File: config.mk
export PLATFORM = sky130hd
export DESIGN_NAME = twofish_h_sequencer_flat
export DESIGN_NICKNAME = d
export VERILOG_FILES = /design/src/rtl/twofish_pkg.sv /design/src/rtl/twofish_h_sequencer_if.sv /design/src/rtl/twofish_h_sequencer.sv /design/src/flat_wrapper.sv
export SDC_FILE = /design/constraint.sdc
export NUM_CORES = 1
export LEC_CHECK = 0
export ABC_AREA = 1
export CAP_MARGIN = 30
export CORE_MARGIN = 4
export CORE_UTILIZATION = 55
export DETAILED_ROUTE_END_ITERATION = 7
export GPL_TIMING_DRIVEN = 1
export PLACE_DENSITY_LB_ADDON = 0.25
export SLEW_MARGIN = 20
export SYNTH_ARGS = -nofsm -noshare
export SYNTH_HDL_FRONTEND = slang
export SYNTH_SLANG_ARGS = --single-unit
File: constraint.sdc
create_clock -name clk -period 4.2 [get_ports clk]
set_input_delay 0.63 -clock clk [delete_from_list [all_inputs] [get_ports clk]]
set_output_delay 0.63 -clock clk [all_outputs]
set_load 0.02 [all_outputs]
File: src/rtl/twofish_pkg.sv
// Shared Twofish constants and types: byte/stage counts, the h-function
// q-select table and the sequencer state encoding.
package twofish_pkg;

  localparam int NUM_BYTES   = 4;
  localparam int NUM_QSTAGES = 3;

  localparam logic [1:0] LAST_BYTE  = 2'(NUM_BYTES - 1);
  localparam logic [1:0] LAST_STAGE = 2'(NUM_QSTAGES - 1);

  typedef enum logic [1:0] {
    IDLE = 2'd0,
    RUN  = 2'd1,
    DONE = 2'd2
  } seq_state_e;

  // q-select table for k=2: 0 selects q0, 1 selects q1; stage 0 is innermost.
  //   byte0: q0 q0 q1 | byte1: q1 q0 q0 | byte2: q0 q1 q1 | byte3: q1 q1 q0
  function automatic logic qsel_lookup(input logic [1:0] byte_idx,
                                       input logic [1:0] stage_idx);
    logic sel;
    case ({byte_idx, stage_idx})
      4'b00_10, 4'b01_00, 4'b10_01,
      4'b10_10, 4'b11_00, 4'b11_01: sel = 1'b1;
      default:                      sel = 1'b0;
    endcase
    return sel;
  endfunction

endpackage

File: src/rtl/twofish_h_sequencer_if.sv
// Bundle of the word handshake, result handshake and shared q-box port
// of the Twofish h-function sequencer.
interface twofish_h_sequencer_if;

  logic        in_valid;
  logic        in_ready;
  logic [31:0] in_x;
  logic [31:0] in_l0;
  logic [31:0] in_l1;

  logic        out_valid;
  logic        out_ready;
  logic [31:0] out_y;

  logic        q_req;
  logic        q_gnt;
  logic        q_sel;
  logic [7:0]  q_in;
  logic [7:0]  q_out;

  // master: the sequencer; slave: the surrounding key-schedule and q-box side
  modport master (
    input  in_valid, in_x, in_l0, in_l1, out_ready, q_gnt, q_out,
    output in_ready, out_valid, out_y, q_req, q_sel, q_in
  );

  modport slave (
    output in_valid, in_x, in_l0, in_l1, out_ready, q_gnt, q_out,
    input  in_ready, out_valid, out_y, q_req, q_sel, q_in
  );

endinterface

File: src/rtl/twofish_h_sequencer.sv
// Twofish k=2 h-function byte chain (pre-MDS), run one q-box op at a time
// over a shared, request/grant arbitrated q0/q1 port.
module twofish_h_sequencer
  import twofish_pkg::*;
(
  input  logic                  clk,
  input  logic                  rst_n,
  twofish_h_sequencer_if.master bus
);

  seq_state_e  state_q, state_d;
  logic [1:0]  byte_q, byte_d;
  logic [1:0]  stage_q, stage_d;
  logic [31:0] x_q, l0_q, l1_q;
  logic [7:0]  acc_q, acc_d;
  logic [31:0] y_q, y_d;
  logic        lat_en;

  logic [7:0]  x_byte, l0_byte, l1_byte;

  assign x_byte  = x_q [{byte_q, 3'b000} +: 8];
  assign l0_byte = l0_q[{byte_q, 3'b000} +: 8];
  assign l1_byte = l1_q[{byte_q, 3'b000} +: 8];

  always_ff @(posedge clk or negedge rst_n) begin
    if (!rst_n) begin
      state_q <= IDLE;
      byte_q  <= '0;
      stage_q <= '0;
      x_q     <= '0;
      l0_q    <= '0;
      l1_q    <= '0;
      acc_q   <= '0;
      y_q     <= '0;
    end else begin
      state_q <= state_d;
      byte_q  <= byte_d;
      stage_q <= stage_d;
      acc_q   <= acc_d;
      y_q     <= y_d;
      if (lat_en) begin
        x_q  <= bus.in_x;
        l0_q <= bus.in_l0;
        l1_q <= bus.in_l1;
      end
    end
  end

  always_comb begin
    state_d       = state_q;
    byte_d        = byte_q;
    stage_d       = stage_q;
    acc_d         = acc_q;
    y_d           = y_q;
    lat_en        = 1'b0;
    bus.in_ready  = 1'b0;
    bus.out_valid = 1'b0;
    bus.q_req     = 1'b0;
    bus.q_sel     = 1'b0;
    bus.q_in      = '0;

    case (state_q)
      IDLE: begin
        bus.in_ready = 1'b1;
        if (bus.in_valid) begin
          lat_en  = 1'b1;
          byte_d  = '0;
          stage_d = '0;
          state_d = RUN;
        end
      end

      RUN: begin
        bus.q_req = 1'b1;
        bus.q_sel = qsel_lookup(byte_q, stage_q);
        case (stage_q)
          2'd0:    bus.q_in = x_byte;
          2'd1:    bus.q_in = acc_q ^ l1_byte;
          default: bus.q_in = acc_q ^ l0_byte;
        endcase

        // Operands depend only on registered state, so they hold while ungranted.
        if (bus.q_gnt) begin
          if (stage_q == LAST_STAGE) begin
            y_d[{byte_q, 3'b000} +: 8] = bus.q_out;
            stage_d = '0;
            byte_d  = byte_q + 2'd1;
            if (byte_q == LAST_BYTE) begin
              state_d = DONE;
            end
          end else begin
            acc_d   = bus.q_out;
            stage_d = stage_q + 2'd1;
          end
        end
      end

      DONE: begin
        bus.out_valid = 1'b1;
        if (bus.out_ready) begin
          state_d = IDLE;
        end
      end

      default: state_d = IDLE;
    endcase
  end

  assign bus.out_y = y_q;

endmodule

File: src/flat_wrapper.sv
// flat-port wrapper written by rule: the top's interface ports become plain ports
module twofish_h_sequencer_flat import twofish_pkg::*;
  (clk, rst_n, bus_in_valid, bus_in_x, bus_in_l0, bus_in_l1, bus_out_ready, bus_q_gnt, bus_q_out, bus_in_ready, bus_out_valid, bus_out_y, bus_q_req, bus_q_sel, bus_q_in);
  twofish_h_sequencer_if bus_i ();
  input  logic clk;
  input  logic rst_n;
  input wire logic [$bits(bus_i.in_valid)-1:0] bus_in_valid;
  input wire logic [$bits(bus_i.in_x)-1:0] bus_in_x;
  input wire logic [$bits(bus_i.in_l0)-1:0] bus_in_l0;
  input wire logic [$bits(bus_i.in_l1)-1:0] bus_in_l1;
  input wire logic [$bits(bus_i.out_ready)-1:0] bus_out_ready;
  input wire logic [$bits(bus_i.q_gnt)-1:0] bus_q_gnt;
  input wire logic [$bits(bus_i.q_out)-1:0] bus_q_out;
  output wire logic [$bits(bus_i.in_ready)-1:0] bus_in_ready;
  output wire logic [$bits(bus_i.out_valid)-1:0] bus_out_valid;
  output wire logic [$bits(bus_i.out_y)-1:0] bus_out_y;
  output wire logic [$bits(bus_i.q_req)-1:0] bus_q_req;
  output wire logic [$bits(bus_i.q_sel)-1:0] bus_q_sel;
  output wire logic [$bits(bus_i.q_in)-1:0] bus_q_in;
  assign bus_i.in_valid = bus_in_valid;
  assign bus_i.in_x = bus_in_x;
  assign bus_i.in_l0 = bus_in_l0;
  assign bus_i.in_l1 = bus_in_l1;
  assign bus_i.out_ready = bus_out_ready;
  assign bus_i.q_gnt = bus_q_gnt;
  assign bus_i.q_out = bus_q_out;
  assign bus_in_ready = bus_i.in_ready;
  assign bus_out_valid = bus_i.out_valid;
  assign bus_out_y = bus_i.out_y;
  assign bus_q_req = bus_i.q_req;
  assign bus_q_sel = bus_i.q_sel;
  assign bus_q_in = bus_i.q_in;
  twofish_h_sequencer u_core (.clk(clk), .rst_n(rst_n), .bus(bus_i));
endmodule
# ---- Yosys cells after proc, flatten, opt, wreduce, memory -nomap -nowiden
# Index checks and enable logic that the tools add are counted.
dict set report op_classes {
  n_mux 23
  reduce_logical 9
  shift 5
  bitwise_logic 3
  n_eq_ne 16
  addsub 3
}
# cell n
set ops {}
lappend ops {{variable part select 32 x 6 -> 8 bit} 3}
lappend ops {{bitwise mux 32 bit} 1}
lappend ops {{variable shift 8 x 7 -> 32 bit, first input constant} 1}
lappend ops {{variable part select 8 x 7 -> 32 bit} 1}
lappend ops {{two-way mux 2 bit} 10}
lappend ops {{equality test 4 bit, second input constant} 4}
lappend ops {{case mux 8 bit (2 select lines)} 1}
lappend ops {{XOR 8 bit} 2}
lappend ops {{AND reduction 3 bit} 3}
lappend ops {{two-way mux 8 bit} 1}
lappend ops {{case mux 2 bit (2 select lines)} 2}
lappend ops {{two-way mux 1 bit} 7}
lappend ops {{negation 5 -> 7 bit} 1}
lappend ops {{equality test 2 bit, second input constant} 3}
lappend ops {{inequality test 2 bit, second input constant} 3}
lappend ops {{case mux 2 bit (3 select lines)} 1}
lappend ops {{OR reduction 6 bit} 1}
lappend ops {{AND reduction 5 bit} 1}
lappend ops {{adder 2 x 1 -> 2 bit, second input constant} 2}
lappend ops {{equality test 2 x 1 -> 1 bit, second input constant} 2}
lappend ops {{equality test 4 x 2 -> 1 bit, second input constant} 1}
lappend ops {{equality test 4 x 3 -> 1 bit, second input constant} 1}
lappend ops {{logical NOT 2 bit} 2}
lappend ops {{inequality test 2 x 1 -> 1 bit, second input constant} 2}
lappend ops {{3 further kinds} 3}
dict set report totals {
  ff_bits 142
  word_cells 67
}

# ---- Logic depth before layout (Yosys ltp)
# Gate-level depths: netlist (run 1).
dict set report depth {
  depth_word 5
  depth_mapped 11
  mapped_depth_nobuf 10
}

# ---- Worst setup path before layout (run 1)
# Ideal clock, no wire load.
dict set report synth_path {
  kind {register -> output}
  startpoint {register u_core.byte_q[1]}
  endpoint {output port bus_q_sel}
  path_stages_with_launch 8
  path_buffers 3
  path_slack_ns 1.757
  t_arrival_ns 1.813
  required_ns 3.570
  cell_sequence {dfrtp_1 -> buf_2 -> clkinv_1 -> buf_2 -> ha_1 -> clkbuf_1 -> nand2_1 -> a41oi_1}
}
dict set report synth_via {
  elab_chain_len 4
}
# element line
set synth_lines {}
lappend synth_lines {{start: declaration} twofish_h_sequencer.sv:12} ;# logic [1:0] byte_q, byte_d;
lappend synth_lines {{start signal: assignment} twofish_h_sequencer.sv:37} ;# byte_q <= byte_d;
lappend synth_lines {{equality test 4 x 2 -> 1 bit (tied with other cells)} twofish_pkg.sv:22} ;# case ({byte_idx, stage_idx})
lappend synth_lines {{OR reduction 6 bit *} twofish_pkg.sv:22}
lappend synth_lines {{two-way mux 1 bit *} twofish_pkg.sv:22}
lappend synth_lines {{two-way mux 1 bit *} twofish_h_sequencer.sv:62} ;# case (state_q)
lappend synth_lines {{end: declaration} flat_wrapper.sv:18} ;# output wire logic [$bits(bus_i.q_sel)-1:0] bus_q_sel;
# Mark *: on every way between the ends. The rest lies on a longest branch, timed or not.

# ---- Worst setup path in the final report (run 1)
dict set report layout_path {
  startpoint {register u_core.stage_q[0]}
  endpoint {output port bus_q_in[0]}
}
dict set report layout_via {
  elab_chain_len 3
}
# element line
set layout_lines {}
lappend layout_lines {{start: declaration} twofish_h_sequencer.sv:13} ;# logic [1:0] stage_q, stage_d;
lappend layout_lines {{start signal: assignment} twofish_h_sequencer.sv:38} ;# stage_q <= stage_d;
lappend layout_lines {{equality test 2 x 1 -> 1 bit / logical NOT 2 bit (equally long branches)} twofish_h_sequencer.sv:76} ;# case (stage_q)
lappend layout_lines {{case mux 8 bit (2 select lines) *} twofish_h_sequencer.sv:76}
lappend layout_lines {{two-way mux 8 bit *} twofish_h_sequencer.sv:62}
lappend layout_lines {{end: declaration} flat_wrapper.sv:19} ;# output wire logic [$bits(bus_i.q_in)-1:0] bus_q_in;
# Marked as above.

==> flow_summary.toml, run 1 <==
[outcome]
status = "complete, no violations"

[drt]
ant_nets = 0
wl_per_cell_um = 15.9
drt_iter0_drc = 634
wl_mm = 19.0
drt-vias-per-instance = 5.40
drc_errors = 0
vias = 6450
drt-pass1-iter-count = 6

[finish]
area_growth_syn_to_layout_pct = 31.0
finish.instance_area_mm2 = 0.00891
diodes = 0
final_cells = 1194
finish.utilization_pct = 73.9
drive_above_1_share_pct = 5.26
finalNetCount = 1129
nFillCells = 935

[die]
core_area_mm2 = 0.0121
die_w_um = 119
pin_count = 153
dieArea_mm2 = 0.0142
initial_core_util_pct = 56.4
num_rows = 40
fp.dieH_um = 119

[pwr]
power_leakage_nw = 4.46
power_density_mw_per_mm2 = 755
ir_worst_vdd_mv = 0.374
finalPower_mw = 6.73

[sta]
layout_setup_ws_ns = 0.532
period_share_pct = 87.3
period_minus_slack_ns = 3.67
tns_ns = 0
fin_skew_ns = 0.00618
finalSetupViolCount = 0
hold_ws_ns = 0.276
slew_headroom_pct = 34.4
hold_viol_final = 0
fmax_mhz = 273
max_slew.worst_pin.slew_ns = 0.983
grt_setup_unrepaired = "no"
drv_slew = 0

[global_route]
grt_pass1_vias = 6262
antenna_found_initial = 0
grtUsageTotal_pct = 27.7
grt_pass1_wl_mm = 31.1
gr-total-overflow = 0
grt_max_degree = 100

[worst_setup_path]
critPathMostFrequentCell = "inv_1"
cp.required_ns = 3.57
critical_path.max_stage_delay_ns = 0.74
cp_max_fo = 16
cp-end-kind = "output pin"
r2r-end = "u_core.bus.out_y[17]"
path_cells = "nor2_1 > inv_1 > nand3_1 > nand2_1 > inv_1 > clkdlybuf4s50_1"
crit_slowest_cell = "nor2_1"
reg2reg_depth = 7
rr_startpoint = "u_core.byte_q[1]"
path_class = "flop to output pin"
worstSetupStartpoint = "u_core.stage_q[0]"
worstPathArrival_ns = 3.04
rrSetupSlack_ns = 1.18
crit_family = "simple AND/OR/NAND/NOR gates"
cp.depth = 6
critPathCapture = "bus_q_in[0]"
critPathLaunchType = "flop"
critPathBufInv = 3

[synthesis]
synth_edf_count = 0
synth_area_per_cell_um2 = 7.69
ys_ff_latch = 142
ys_seq_area_share_pct = 52.3
syn_inst = 884
yosys-top-cells-count = "nand2_1 (395), dfrtp_1 (142), nand3_1 (117), nor2_1 (44), o21ai_0 (35)"
synth.distinct_cells = 27
synthArstFlopShare_pct = 100
synth_top_flop_cell = "dfrtp_1"
yosysMostFrequentCell = "nand2_1"
synth_fp_nets = 998
synthTopCellsByArea = "dfrtp_1 (52%), nand2_1 (22%), nand3_1 (8.6%), o21ai_0 (2.6%), nor2_1 (2.4%)"
synth_area_mm2 = 0.00680
yosysWarnings = 0
yosys.area.top_type_share_pct = 52.3
synth_top_cell_by_area = "dfrtp_1"

[clock_network]
clk_pin_slew_ns = 0.06
cts.sinks = 142
cts_setup_buffers = 0
worstSkewPairLatency_ns = 0.42
cts.repair.resized = 0
cts_tree = "yes"
cts_max_level = 4
clk_path_buf_depth = 2
cts_made_buffers = 17
cts_hold_buf = 0
root_buffer = "clkbuf_16"

[flow_run]
drv_cap = 0

[placed_design]
post-place-ws_ns = 1.05
place_area_mm2 = 0.00838
globalplace.congestion = 0.893
hpwl_mm = 13.1
port-buffer-count = 152
dp.cells = 1164

[hold_path]
min_path_type = "input pin to asynchronous set/reset pin"
cell type report:
type	instances	area [um^2]	share of cell area, %
clock inverter	9	70.1	0.786
multi-input combinational	652	2860	32.1
tap	168	210	2.36
clock buffer	21	460	5.17
sequential	142	3550	39.9
timing repair buffer	161	1600	18.0
inverter	41	154	1.73
cells in the final DEF, fill, tap and decap left out, drive strengths merged:
| cell | count |
|---|---|
| a211oi | 1 |
| a31oi | 8 |
| a41oi | 1 |
| buf | 10 |
| bufinv | 1 |
| clkbuf | 21 |
| clkdlybuf4s50 | 151 |
| clkinv | 11 |
| dfrtp | 142 |
| ha | 5 |
| inv | 38 |
| nand2 | 399 |
| nand3 | 117 |
| nand4 | 7 |
| nor2 | 50 |
| nor3 | 1 |
| o21ai | 53 |
| o31ai | 9 |
| o41ai | 1 |
layer usage:
metal / up-vias / GRT usage [%] / wire length (um)
li1: 3087 / - / -
met1: 2994 / 37.0 / 7740
met2: 315 / 43.7 / 9020
met3: 54 / 6.84 / 1680
met4: 0 / 10.7 / 591
met5: - / 0 / 0
flip-flops by register name, summed over array words and instances (netlist names):
name and count:
u_core.acc_q 8, u_core.bus.out_y 32, u_core.byte_q 2, u_core.l0_q 32, u_core.l1_q 32, u_core.stage_q 2
u_core.state_q 2, u_core.x_q 32
logic make-up (layout without fill, tap and decap cells):
kind of cell | count (synthesis) | count (layout) | synth area share (%)
AOI/OAI and AO/OA | 73 | 73 | 6.15
adders and majority gates | 5 | 5 | 0.920
buffers and inverters | 90 | 232 | 5.78
DFF | 142 | 142 | 52.3
and+or+nand+nor | 574 | 574 | 34.9
worst min path at each step:
stage / to / slack (ns)
floorplan: u_core.acc_q[0] / 0.33
global placement: u_core.x_q[24] / 0.46
detailed placement: u_core.x_q[28] / 0.46
CTS: u_core.bus.out_y[2] / 0.33
global route: u_core.l1_q[1] / 0.37
finish: u_core.l0_q[2] / 0.28
report_power, final:
group / internal (mW) / total [mW] / switching, mW
combinational: 1.12 / 2.98 / 1.86
sequential: 1.95 / 2.39 / 0.439
clock: 0.828 / 1.37 / 0.541
Note: power is estimated with default switching activity, not from simulation.
==> inputs of run 2 (changes only) <==
--- a/config.mk
+++ b/config.mk
@@ -8,7 +8,8 @@
 export ABC_AREA = 1
 export CAP_MARGIN = 30
 export CORE_MARGIN = 4
-export CORE_UTILIZATION = 55
+export CORE_UTILIZATION = 56
+export CTS_BUF_LIST = sky130_fd_sc_hd__clkbuf_4
 export DETAILED_ROUTE_END_ITERATION = 7
 export GPL_TIMING_DRIVEN = 1
 export PLACE_DENSITY_LB_ADDON = 0.25
==> run 2 against run 1 <==
Against the previous run: sequential power decreased by 2%; clock power decreased by 39%; largest cell class unchanged; worst hold slack got worse by 0.14 ns; highest routed layer unchanged; clock-buffer cell count decreased by 4; final cell count decreased by 1.8%.
==> flow_summary.toml, run 2 (synthesis results as in run 1) <==
[outcome]
status = "complete, no violations"

[finish]
layout_common_cells = "nand2_1 (395), clkdlybuf4s50_1 (151), dfrtp_1 (142)"
drive_above_1_share_pct = 5.73
final-seq-area_mm2 = 0.00355
area_growth_syn_to_layout_pct = 26.8
nFillCells = 906
layout_commonest_cell = "nand2_1"
finalNetCount = 1131
multi_input_area_mm2 = 0.00285
diodes = 0
final_cells = 1173

[worst_setup_path]
path_cells = "buf_4 > nor2_1 > inv_1 > nand3_1 > nand2_1 > inv_1 > clkdlybuf4s50_1"
cp-end-kind = "output pin"
path_class = "flop to output pin"
cp.required_ns = 3.57
critPathBufInv = 4
crit_slowest_cell = "nor2_1"
critPathMostFrequentCell = "inv_1"
cp_max_fo = 35
worstPathArrival_ns = 3.05
critPathLaunchType = "flop"
crit_family = "buffers and inverters"
critical_path.max_stage_delay_ns = 0.62

[global_route]
antenna_found_initial = 0
grt_pass1_wl_mm = 30.2
grtUsageTotal_pct = 26.8
gr-total-overflow = 0
grt_max_degree = 100
grt_pass1_vias = 6049

[clock_network]
cts_setup_buffers = 0
clk_path_buf_depth = 2
root_buffer = "clkbuf_4"
cts.repair.resized = 0
cts_made_buffers = 17
cts.sinks = 142
worstSkewPairLatency_ns = 0.56
clk_pin_slew_ns = 0.12
cts_max_level = 4
cts_hold_buf = 0
cts_tree = "yes"

[hold_path]
min_path_type = "input pin to asynchronous set/reset pin"

[die]
core_area_mm2 = 0.0117
fp.dieH_um = 118
num_rows = 39
initial_core_util_pct = 58.3
dieArea_mm2 = 0.0140
die_w_um = 118
pin_count = 153

[pwr]
ir_worst_vdd_mv = 0.396
combPwrFrac_pct = 48.6
power_density_mw_per_mm2 = 716
sequentialPowerShare_pct = 37.9
pwr-share-clk_pct = 13.5
power_leakage_nw = 4.33
p_int_mw = 3.36
switching_share_pct = 45.5
switchingPower_mw = 2.81

[placed_design]
dp.cells = 1140
hpwl_mm = 13.0
globalplace.congestion = 0.911
port-buffer-count = 152

[drt]
wl_per_cell_um = 15.7
drt-vias-per-instance = 5.43
drt-pass1-iter-count = 6
drt_iter0_drc = 771
drc_errors = 0
ant_nets = 0
wl_mm = 18.4
vias = 6372

[sta]
hold_viol_final = 0
grt_setup_unrepaired = "no"
finalSetupViolCount = 0
tns_ns = 0
slew_headroom_pct = 43.9
drv_slew = 0
max_slew.worst_pin.slew_ns = 0.841
fmax_mhz = 272
fin_skew_ns = 0.0148
period_minus_slack_ns = 3.68
period_share_pct = 87.7

[flow_run]
drv_cap = 0
-- run 2: power groups by stage --
stage	sequential (mW)	combinational, mW	clock, mW
6_report	2.34	3.00	0.831
5_1_grt	2.39	3.34	0.903
4_1_cts	2.32	2.98	0.842
3_5_place_dp	2.34	2.96	0
3_3_place_gp	2.33	2.90	0
2_1_floorplan	2.32	1.91	0
-- run 2: per-layer routing --
layer / global-route usage, % / vias to the layer above / part of all wire, %
li1: - / 3097 / -
met1: 35.1 / 2936 / 42
met2: 41.6 / 281 / 46
met3: 7.07 / 58 / 7.8
met4: 13.2 / 0 / 4.1
met5: 0 / - / 0
-- run 2: final timing paths --
kind | from | endpoint | slack, ns | depth (start not counted)
worst max-delay path | u_core.stage_q[0] | bus_q_in[1] | 0.52 | 7
worst min-delay path | rst_n | u_core.l1_q[7] | 0.14 | 1
worst max register to register | u_core.byte_q[0] | u_core.bus.out_y[20] | 1.48 | 6
worst min register to register | u_core.x_q[25] | u_core.x_q[25] | 0.49 | 2
max in group asynchronous | rst_n | u_core.l1_q[14] | 3.16 | 2
min in group clk | u_core.x_q[25] | u_core.x_q[25] | 0.49 | 2
-- run 2: cell type report --
class                           instances  area share (%)
Clock buffer                           17            1.48
Clock inverter                         15            1.60
Inverter                               41            1.78
Multi-Input combinational cell        652            33.1
Sequential cell                       142            41.2
Tap cell                              143            2.07
Timing Repair Buffer                  163            18.8
-- run 2: metrics by stage --
step / utilization, % / setup slack, ns / cell area [um^2] / hold slack [ns] / power (mW)
floorplan: - / 1.76 / 6800 / 0.334 / 4.23
detailed placement: 71.5 / 1.14 / 8340 / 0.460 / 5.30
global route: 73.9 / 0.283 / 8620 / 0.171 / 6.64
CTS: 73.8 / 0.523 / 8600 / 0.159 / 6.14
finish: 73.9 / 0.517 / 8620 / 0.138 / 6.17
global placement: 71.5 / 1.11 / 8340 / 0.456 / 5.23
-- run 2: worst reg2reg max path: stages (launching register included) --
cell      delay (ns)
dfrtp_1         0.38
clkinv_1        0.54
ha_1            0.75
clkinv_1        0.33
nor2_1          0.44
nand3_1         0.15
nand2_1         0.09
==> inputs of run 3 (changes only) <==
--- a/config.mk
+++ b/config.mk
@@ -7,8 +7,8 @@
 export LEC_CHECK = 0
 export ABC_AREA = 1
 export CAP_MARGIN = 30
-export CORE_MARGIN = 4
-export CORE_UTILIZATION = 56
+export CORE_MARGIN = 8
+export CORE_UTILIZATION = 47
 export CTS_BUF_LIST = sky130_fd_sc_hd__clkbuf_4
 export DETAILED_ROUTE_END_ITERATION = 7
 export GPL_TIMING_DRIVEN = 1
==> constraint.sdc (replaced) <==
create_clock -name clk -period 3.25 [get_ports clk]
set_input_delay 0.4875 -clock clk [delete_from_list [all_inputs] [get_ports clk]]
set_output_delay 0.4875 -clock clk [all_outputs]
set_load 0.02 [all_outputs]
==> run 3 against run 2 <==
Against the previous run: design area up 2.7%; global-route usage shrank 5.6 points; non-clock buffer count up 5; clock-buffer cell count unchanged; die area increased by 33%; first-iteration DRC count decreased by 33%; flip-flop and latch count is the same; critical endpoint is now bus_q_sel; highest routed layer unchanged.
==> flow_summary.toml, run 3 (synthesis results as in run 1) <==
[worst_setup_path]
cp-end-kind = "output pin"
critPathBufInv = 3
worstPathArrival_ns = 2.59
cp_max_fo = 11
critical_path.max_stage_delay_ns = 0.67
path_cells = "clkinv_1 > buf_4 > ha_1 > nand2_1 > a41oi_1 > clkdlybuf4s50_1"
crit_family = "buffers and inverters"
path_class = "flop to output pin"
crit_slowest_cell = "clkdlybuf4s50_1"
cp.required_ns = 2.76
critPathLaunchType = "flop"

[pwr]
ir_worst_vdd_mv = 0.395
power_leakage_nw = 4.50
finalPower_mw = 8.27
power_density_mw_per_mm2 = 935

[finish]
finalNetCount = 1136
layout_common_cells = "nand2_1 (395), clkdlybuf4s50_1 (143), dfrtp_1 (141)"
layout_commonest_cell = "nand2_1"
nFillCells = 1326
drive_above_1_share_pct = 6.00
area_growth_syn_to_layout_pct = 30.2
final_cells = 1217
finish.instance_area_mm2 = 0.00885
diodes = 0

[sta]
finalSetupViolCount = 0
period_minus_slack_ns = 3.07
tns_ns = 0
grt_setup_unrepaired = "no"
drv_slew = 0
hold_ws_ns = 0.453
fmax_mhz = 325
hold_viol_final = 0
period_share_pct = 94.6
max_slew.worst_pin.slew_ns = 0.646
fin_skew_ns = 0.0124
slew_headroom_pct = 56.9

[placed_design]
hpwl_mm = 13.8
port-buffer-count = 152
dp.cells = 1186
globalplace.congestion = 0.851
place_area_mm2 = 0.00845

[die]
die_w_um = 136
pin_count = 153
dieArea_mm2 = 0.0186
initial_core_util_pct = 47.5
fp.dieH_um = 136
core_area_mm2 = 0.0143
num_rows = 44

[global_route]
grt_pass1_wl_mm = 31.0
gr-total-overflow = 0
grt_pass1_vias = 6161
antenna_found_initial = 0
grtUsageTotal_pct = 21.2
grt_max_degree = 67

[drt]
wl_mm = 19.1
drc_errors = 0
ant_nets = 0
vias = 6283
drt-pass1-iter-count = 6
wl_per_cell_um = 15.7
drt_iter0_drc = 514
drt-vias-per-instance = 5.16

[clock_network]
cts.sinks = 142
clk_pin_slew_ns = 0.12
cts_tree = "yes"
cts_max_level = 4
worstSkewPairLatency_ns = 0.55
root_buffer = "clkbuf_4"
clk_path_buf_depth = 2
cts_made_buffers = 17

[flow_run]
drv_cap = 0

[hold_path]
min_path_type = "input pin to flop"

[outcome]
status = "complete, no violations"
[run 3: cell types whose count changed in the layout (fill, tap and decap cells not counted), sizes merged]
cell / previous run / this run
inv: 42 / 38
dlymetal6s2s: 0 / 8
clkdlybuf4s50: 151 / 143
buf: 12 / 16
dlygate4sd3: 0 / 1
bufinv: 1 / 6
clkinv: 11 / 8
[run 3: cell type report]
class	instances	area [um^2]	area share, %
timing repair buffer	168	1700	19.2
tap	184	230	2.60
multi-input combinational	652	2860	32.3
inverter	41	154	1.74
clock buffer	17	128	1.44
sequential	142	3550	40.1
clock inverter	13	221	2.50
[run 3: worst reg2reg max path, delay by kind of cell, from the launching register on]
| kind | cells | cell delay [ns] |
|---|---|---|
| adder cells (fa/ha/maj) | 1 | 0.59 |
| buffers and inverters | 2 | 0.61 |
| flip-flops | 1 | 0.37 |
| AND/OR/NAND/NOR | 3 | 0.66 |
[run 3: routing by layer]
layer,share of wire (%),wire length (um),vias to the layer above,global-route usage [%]
met4,2.4,465,0,8.42
met1,45,8630,2921,28.4
met2,45,8680,227,32.3
met5,0,0,-,0
li1,-,-,3099,-
met3,6.9,1330,36,5.17
[run 3: report_power, final]
part | total (mW) | internal, mW | leakage (nW) | switching [mW]
Sequential | 3.04 | 2.51 | 1.81 | 0.537
Clock | 1.38 | 0.749 | 0.178 | 0.633
Combinational | 3.85 | 1.48 | 2.51 | 2.37
[run 3: what timing repair did]
item	in CTS	in global routing
hold endpoints to repair	63	0
setup endpoints to repair	7	9
hold buffers	1	0
resized for setup	2	13
setup buffers	0	0
[run 3: through the flow]
step | utilization, % | setup slack (ns)
floorplan | - | 0.950
global placement | 58.9 | 0.570
detailed placement | 59.0 | 0.561
CTS | 61.6 | 0.0265
global route | 61.9 | 0.0673
finish | 61.9 | 0.176
[run 3: final timing paths]
check,cells past startpoint,endpoint,slack [ns],startpoint
worst max-delay path,6,bus_q_sel,0.18,u_core.byte_q[1]
worst min-delay path,3,u_core.l1_q[26],0.45,bus_in_l1[26]
worst max register to register,6,u_core.bus.out_y[21],0.97,u_core.byte_q[1]
worst min register to register,2,u_core.x_q[26],0.49,u_core.x_q[26]
max in group asynchronous,3,u_core.bus.out_y[13],2.07,rst_n
min in group asynchronous,2,u_core.l1_q[26],0.49,rst_n
